File: src/rtl/branch_flag_unit.sv
// ============================================================================
// Module      : branch_flag_unit
// Description : Execute-stage CMP flag register, BEQ/BNE/BLT/BGT resolution,
//               registered PC redirect, wrong-path flush window and interrupt
//               flag shadow. Optional branch statistics: BRANCH_STATS_EN.
// Revision    : 1.0 - initial release
// ============================================================================
`default_nettype none

module branch_flag_unit #(
    parameter int FLUSH_CYCLES = 2,
    parameter int PC_W         = 32
) (
    input  logic            clk,
    input  logic            rst_n,
    input  logic            ex_valid,
    input  logic [4:0]      ex_opcode,
    input  logic [1:0]      alu_flags,
    input  logic [PC_W-1:0] br_target,
    input  logic            int_entry,
    output logic [1:0]      flags_q,
    output logic            redirect,
    output logic [PC_W-1:0] redirect_pc,
    output logic            flush
`ifdef BRANCH_STATS_EN
    ,
    output logic [15:0]     br_count,
    output logic [15:0]     br_taken_count
`endif
);

    localparam logic [4:0] c_op_cmp  = 5'b10010;
    localparam logic [4:0] c_op_beq  = 5'b10011;
    localparam logic [4:0] c_op_bne  = 5'b10100;
    localparam logic [4:0] c_op_blt  = 5'b10101;
    localparam logic [4:0] c_op_bgt  = 5'b10110;
    localparam logic [4:0] c_op_reti = 5'b11011;
    localparam logic [2:0] c_flush_load = 3'(FLUSH_CYCLES - 1);

    typedef enum logic [0:0] {
        ST_RUN   = 1'b0,
        ST_FLUSH = 1'b1
    } state_t;

    state_t     r_state;
    state_t     w_state_nxt;
    logic [2:0] r_cnt;
    logic [2:0] w_cnt_nxt;

    logic [1:0] r_shadow;
    logic [1:0] w_flags_nxt;
    logic [1:0] w_shadow_nxt;
    logic       w_accept;
    logic       w_is_branch;
    logic       w_cond;
    logic       w_taken;

    // Instructions presented during the flush window are wrong-path.
    assign w_accept = ex_valid && (r_state == ST_RUN);

    always_comb begin
        w_is_branch = 1'b0;
        w_cond      = 1'b0;
        case (ex_opcode)
            c_op_beq: begin w_is_branch = 1'b1; w_cond = flags_q[0];                 end
            c_op_bne: begin w_is_branch = 1'b1; w_cond = !flags_q[0];                end
            c_op_blt: begin w_is_branch = 1'b1; w_cond = flags_q[1];                 end
            c_op_bgt: begin w_is_branch = 1'b1; w_cond = !flags_q[1] && !flags_q[0]; end
            default:  begin w_is_branch = 1'b0; w_cond = 1'b0;                       end
        endcase
    end

    assign w_taken = w_accept && w_is_branch && w_cond;

    always_comb begin
        w_flags_nxt  = flags_q;
        w_shadow_nxt = r_shadow;
        if (w_accept && (ex_opcode == c_op_cmp)) begin
            w_flags_nxt = alu_flags;
        end else if (w_accept && (ex_opcode == c_op_reti)) begin
            w_flags_nxt = r_shadow;
        end
        // Interrupt entry coinciding with RETI swaps the live and shadow flags.
        if (int_entry) begin
            if (w_accept && (ex_opcode == c_op_reti)) begin
                w_shadow_nxt = flags_q;
            end else begin
                w_shadow_nxt = w_flags_nxt;
            end
        end
    end

    always_ff @(posedge clk or negedge rst_n) begin
        if (!rst_n) begin
            flags_q     <= 2'b00;
            r_shadow    <= 2'b00;
            redirect    <= 1'b0;
            redirect_pc <= '0;
        end else begin
            flags_q  <= w_flags_nxt;
            r_shadow <= w_shadow_nxt;
            redirect <= w_taken;
            if (w_taken) begin
                redirect_pc <= br_target;
            end
        end
    end

    always_ff @(posedge clk or negedge rst_n) begin
        if (!rst_n) begin
            r_state <= ST_RUN;
            r_cnt   <= 3'd0;
        end else begin
            r_state <= w_state_nxt;
            r_cnt   <= w_cnt_nxt;
        end
    end

    always_comb begin
        w_state_nxt = r_state;
        w_cnt_nxt   = r_cnt;
        flush       = 1'b0;
        case (r_state)
            ST_RUN: begin
                if (w_taken) begin
                    w_state_nxt = ST_FLUSH;
                    w_cnt_nxt   = c_flush_load;
                end
            end
            ST_FLUSH: begin
                flush = 1'b1;
                if (r_cnt == 3'd0) begin
                    w_state_nxt = ST_RUN;
                end else begin
                    w_cnt_nxt = r_cnt - 3'd1;
                end
            end
            default: begin
                w_state_nxt = ST_RUN;
                w_cnt_nxt   = 3'd0;
            end
        endcase
    end

`ifdef BRANCH_STATS_EN
    always_ff @(posedge clk or negedge rst_n) begin
        if (!rst_n) begin
            br_count       <= 16'd0;
            br_taken_count <= 16'd0;
        end else begin
            if (w_accept && w_is_branch && (br_count != 16'hFFFF)) begin
                br_count <= br_count + 16'd1;
            end
            if (w_taken && (br_taken_count != 16'hFFFF)) begin
                br_taken_count <= br_taken_count + 16'd1;
            end
        end
    end
`endif

endmodule

`default_nettype wire

File: config.mk
export PLATFORM = sky130hd
export DESIGN_NAME = branch_flag_unit
export DESIGN_NICKNAME = d
export VERILOG_FILES = /design/src/rtl/branch_flag_unit.sv
export SDC_FILE = /design/constraint.sdc
export NUM_CORES = 1
export LEC_CHECK = 0
export ABC_AREA = 1
export CAP_MARGIN = 0
export CORE_ASPECT_RATIO = 1.1
export CORE_MARGIN = 1
export CORE_UTILIZATION = 41
export DETAILED_ROUTE_END_ITERATION = 7
export PLACE_DENSITY_LB_ADDON = 0.2
export SLEW_MARGIN = 20
export SYNTH_ARGS = -nofsm -noshare
export SYNTH_HDL_FRONTEND = slang
export SYNTH_SLANG_ARGS = --single-unit
File: constraint.sdc
create_clock -name clk -period 1.5 [get_ports clk]
set_input_delay 0.3 -clock clk [delete_from_list [all_inputs] [get_ports clk]]
set_output_delay 0.3 -clock clk [all_outputs]
set_load 0.01 [all_outputs]
# After elaboration in Yosys (flattened, before gate mapping)
# Cells that the tools add are included.
# word_totals
latch_bits,0
mem_bits_rw,0
output_inout_bits,36
rom_bits,0
n_memories,0
ff_bits,41
# classes
n_div,0
mux,12
shift,0
multipliers,0
addsub,1
n_reduce_logical,11
magnitude_cmp,0
n_bitwise,1
eq_ne,8
# ops
cell,count
== test 5 bit (second input constant),6
logical AND 1 bit,6
two-way mux 2 bit,3
two-way mux 3 bit,2
one-hot mux 3 bit (2 select lines),1
two-way mux 1 bit,4
inequality test 2 bit (second input constant),2
one-hot mux 1 bit (4 select lines),1
OR reduction 4 bit,1
logical NOT 3 bit,1
subtractor 3 x 1 -> 3 bit (second input constant),1
logical NOT 1 bit,2
one-hot mux 1 bit (2 select lines),1
AND reduction 2 bit,1
inverter 1 bit,1

# Depth between registers and ports, before layout
# Gate-level depths: netlist (run 1).
# depth
word_depth,7
mapped_depth,9

# Least setup slack after synthesis (run 1)
# No wires, ideal clock.
# synth_path
path_kind,register to register
from,register r_cnt[0]
to,register r_cnt[1]
stages_incl_launch_ff,8
t_required_ns,1.373
period_less_slack_ns,1.402
slack_ns,0.098
setup_ns,0.127
arrival_ns,1.275
n_path_buf,1
path_cell_list,dfrtp_1 inv_1 ha_1 ha_1 or2_2 clkbuf_1 nand3_1 o21ai_0
# synth_between
elab_chain_len,3
elab_cells_between_ends,6
# synth_rtl
element,line,text
start: declaration,47,logic [2:0] r_cnt;
start signal: assignment,115,r_cnt <= w_cnt_nxt;
subtractor 3 x 1 -> 3 bit / logical NOT 3 bit (equally long branches),"135, 132",
two-way mux 3 bit / inequality test 2 bit (equally long branches),-,
one-hot mux 3 bit (2 select lines) / AND reduction 2 bit (equally long branches),-,
# Several ways; a longest one is shown, not always the timed one. The select of a mux whose other input is x is not followed.
# A chain may end at the register's enable or synchronous reset.

# Worst setup path after layout (run 1)
# layout_path
from,register redirect_pc[16]
to,output port redirect_pc[16]
# layout_rtl
element,line,text
start: declaration,23,"output logic [PC_W-1:0] redirect_pc,"
start signal: assignment,104,redirect_pc <= br_target;
# No word-level cell between the ends.

==> results_dict.tcl, run 1 <==
set metrics [dict create \
    num_antenna_cells 0 \
    rows 24 \
    tritoncts "yes" \
    irDropWorstVdd_uv 804 \
    initial_core_util 0.433 \
    synthCells 208 \
    design_area_um2 2830 \
    synth.cell_area_um2 1740 \
    r2r_setup_slack_ns 0.13 \
    p_leak_nw 1.75 \
    cts.sinks 41 \
    insertion_delay_ns 0.28 \
    hold_class "reg2reg" \
    fin_worst_skew_ns 0.00648 \
    fin_util 0.703 \
    slew_headroom 0.855 \
    synthTopCellsByArea "dfrtp_1, nand2_1, nand3_1, inv_1, buf_6" \
    grt_setup_unrepaired "yes" \
    viasPerCell 4.50 \
    arrival_ns 1.16 \
    nets 342 \
    synthToLayoutAreaGrowth_pct 62.5 \
    worst_pin_slew_ns 0.217 \
    setup_viol 0 \
    mostFrequentLayoutCell "nand2_1" \
    timing.final.ws_setup_ns 0.0395 \
    slowest_stage "clkdlybuf4s50_1" \
    criticalPathCategory "reg2out" \
    drc_errors 0 \
    die_area_um2 4510 \
    layout_common_cells "nand2_1, clkdlybuf4s50_1, dfrtp_1" \
    hpwl_um 2720 \
    num_vias 1575 \
    path_delay_family "buffers and inverters" \
    status "complete, no violations" \
    die_width_um 64.1 \
    clkSlewWorstSetupHoldPaths_ns 0.08 \
    synth.avg_cell_area_um2 8.37 \
    cp-start-kind "register" \
    path_max_fanout 2 \
    drt_iter0_drc 74 \
    crit_chain "clkdlybuf4s50_1" \
    hold_slack_ns 0.473 \
    overflow 0 \
    core_um2 4020 \
    pin_count 79 \
    grt.total_usage 0.185 \
    synth_nets 253 \
    worst_ep_required_time_ns 1.20 \
    dr.pass1.iters 4 \
    yosysTopAreaCellShare 0.589 \
    cts_buffers 5 \
    grt_max_degree 42 \
    antenna_found_initial 0 \
    ys_ff_latch 41 \
    endpoint_kind "output pin" \
    period_needed_ns 1.46 \
    port_buffers 78 \
    grt_first_pass_wirelength_um 6440 \
    grt_pass1_vias 1522 \
    synth_top_cell_by_area "dfrtp_1" \
    period_share 0.974 \
    max_stage_delay_ns 0.53 \
    htree_num_levels 2 \
    wl_per_cell_um 10.7 \
    ys_warn_count 0 \
    synth_seq_area_share 0.589 \
    gp_congestion 0.812 \
    slew_violations 0 \
    die_h_um 70.4 \
    cap_violations 0 \
    cts_root_buffer "clkbuf_8" \
    finalHoldViolations 0 \
    dp_slack_ns -0.178 \
    clockBufferDepth 2 \
    power_density_nw_per_um2 1580 \
    synth.distinct_cells 19 \
    cp_num_buf_inv 1 \
    drive_gt1_frac 0.0839 \
    place_area_um2 2640 \
    routed_wl_um 3750 \
    final_antenna_net_count 0 \
    fmax_mhz 685 \
]
[per-stage QoR]
stage / total power [mW] / cells / TNS, ns
2_1_floorplan: 2.60 / 208 / 0
3_3_place_gp: 3.71 / 340 / -5.17
3_5_place_dp: 3.75 / 340 / -5.97
4_1_cts: 4.62 / 350 / 0
5_1_grt: 4.82 / 350 / -0.00149
6_report: 4.47 / 350 / 0
[kinds of logic (layout without fill, tap and decap cells)]
group / Yosys count / in the layout / synth area share
compound gates: 6 / 6 / 0.0194
fa+ha+maj: 2 / 2 / 0.0144
flops: 41 / 41 / 0.589
buf+inv: 22 / 112 / 0.0639
simple gates: 137 / 137 / 0.313
[synth_stat cells (all sizes together)]
| cell type | count |
|---|---|
| nand4 | 1 |
| clkinv | 1 |
| nand2 | 119 |
| o21ai | 6 |
| nor2 | 5 |
| nand3 | 10 |
| clkbuf | 1 |
| ha | 2 |
| or2 | 1 |
| dfrtp | 41 |
| buf | 6 |
| nand3b | 1 |
| inv | 14 |
[timing repair]
item | CTS | global route
endpoints found under the hold margin | 41 | 0
resized for setup | 7 | 28
pin swaps | 0 | 0
hold buffers | 1 | 0
endpoints found under the setup margin | 8 | 28
cloned | 0 | 0
buffers inserted | 1 | 0
[metal layers]
layer,global-route usage,up-vias,share of wire
li1,-,810,-
met1,0.230,707,0.45
met2,0.300,53,0.47
met3,0.0490,5,0.065
met4,0.0815,0,0.016
met5,0,-,0
[flip-flops by register name, summed over array words and instances, names as in the netlist]
name,flops
redirect_pc,32
flags_q,2
r_shadow,2
redirect,1
r_state,1
r_cnt,3
[power by group]
part	switching, mW	total (mW)	internal [mW]
Clock	0.345	0.887	0.542
Sequential	0.252	1.83	1.58
Combinational	0.784	1.75	0.970
[path summary, 6_finish.rpt]
kind / startpoint / to / depth (start not counted)
max in group asynchronous: rst_n / redirect_pc[5]$_DFFE_PN0P_ / 3
worst max register to register: flags_q[1]$_DFF_PN0_ / redirect_pc[22]$_DFFE_PN0P_ / 9
worst min register to register: redirect_pc[6]$_DFFE_PN0P_ / redirect_pc[6]$_DFFE_PN0P_ / 2
worst min-delay path: redirect_pc[6]$_DFFE_PN0P_ / redirect_pc[6]$_DFFE_PN0P_ / 2
worst max-delay path: redirect_pc[16]$_DFFE_PN0P_ / redirect_pc[16] / 1
min in group asynchronous: rst_n / redirect_pc[18]$_DFFE_PN0P_ / 3
[layout make-up]
type / instances / area, um^2
fillers: 342 / 1190
flip-flops and latches: 41 / 1030
repair buffers: 89 / 952
multi-input cells: 145 / 612
clock buffers: 7 / 86.3
well taps: 52 / 65.1
inverters: 15 / 58.8
clock inverters: 1 / 30.0
Power figures use the tool's default switching activity.
==> run 2, diff against run 1 <==
- CTS_CLUSTER_SIZE: not set -> 24
==> results of run 2 <==
Final layout, timing and power as in run 1 (identical DEF).
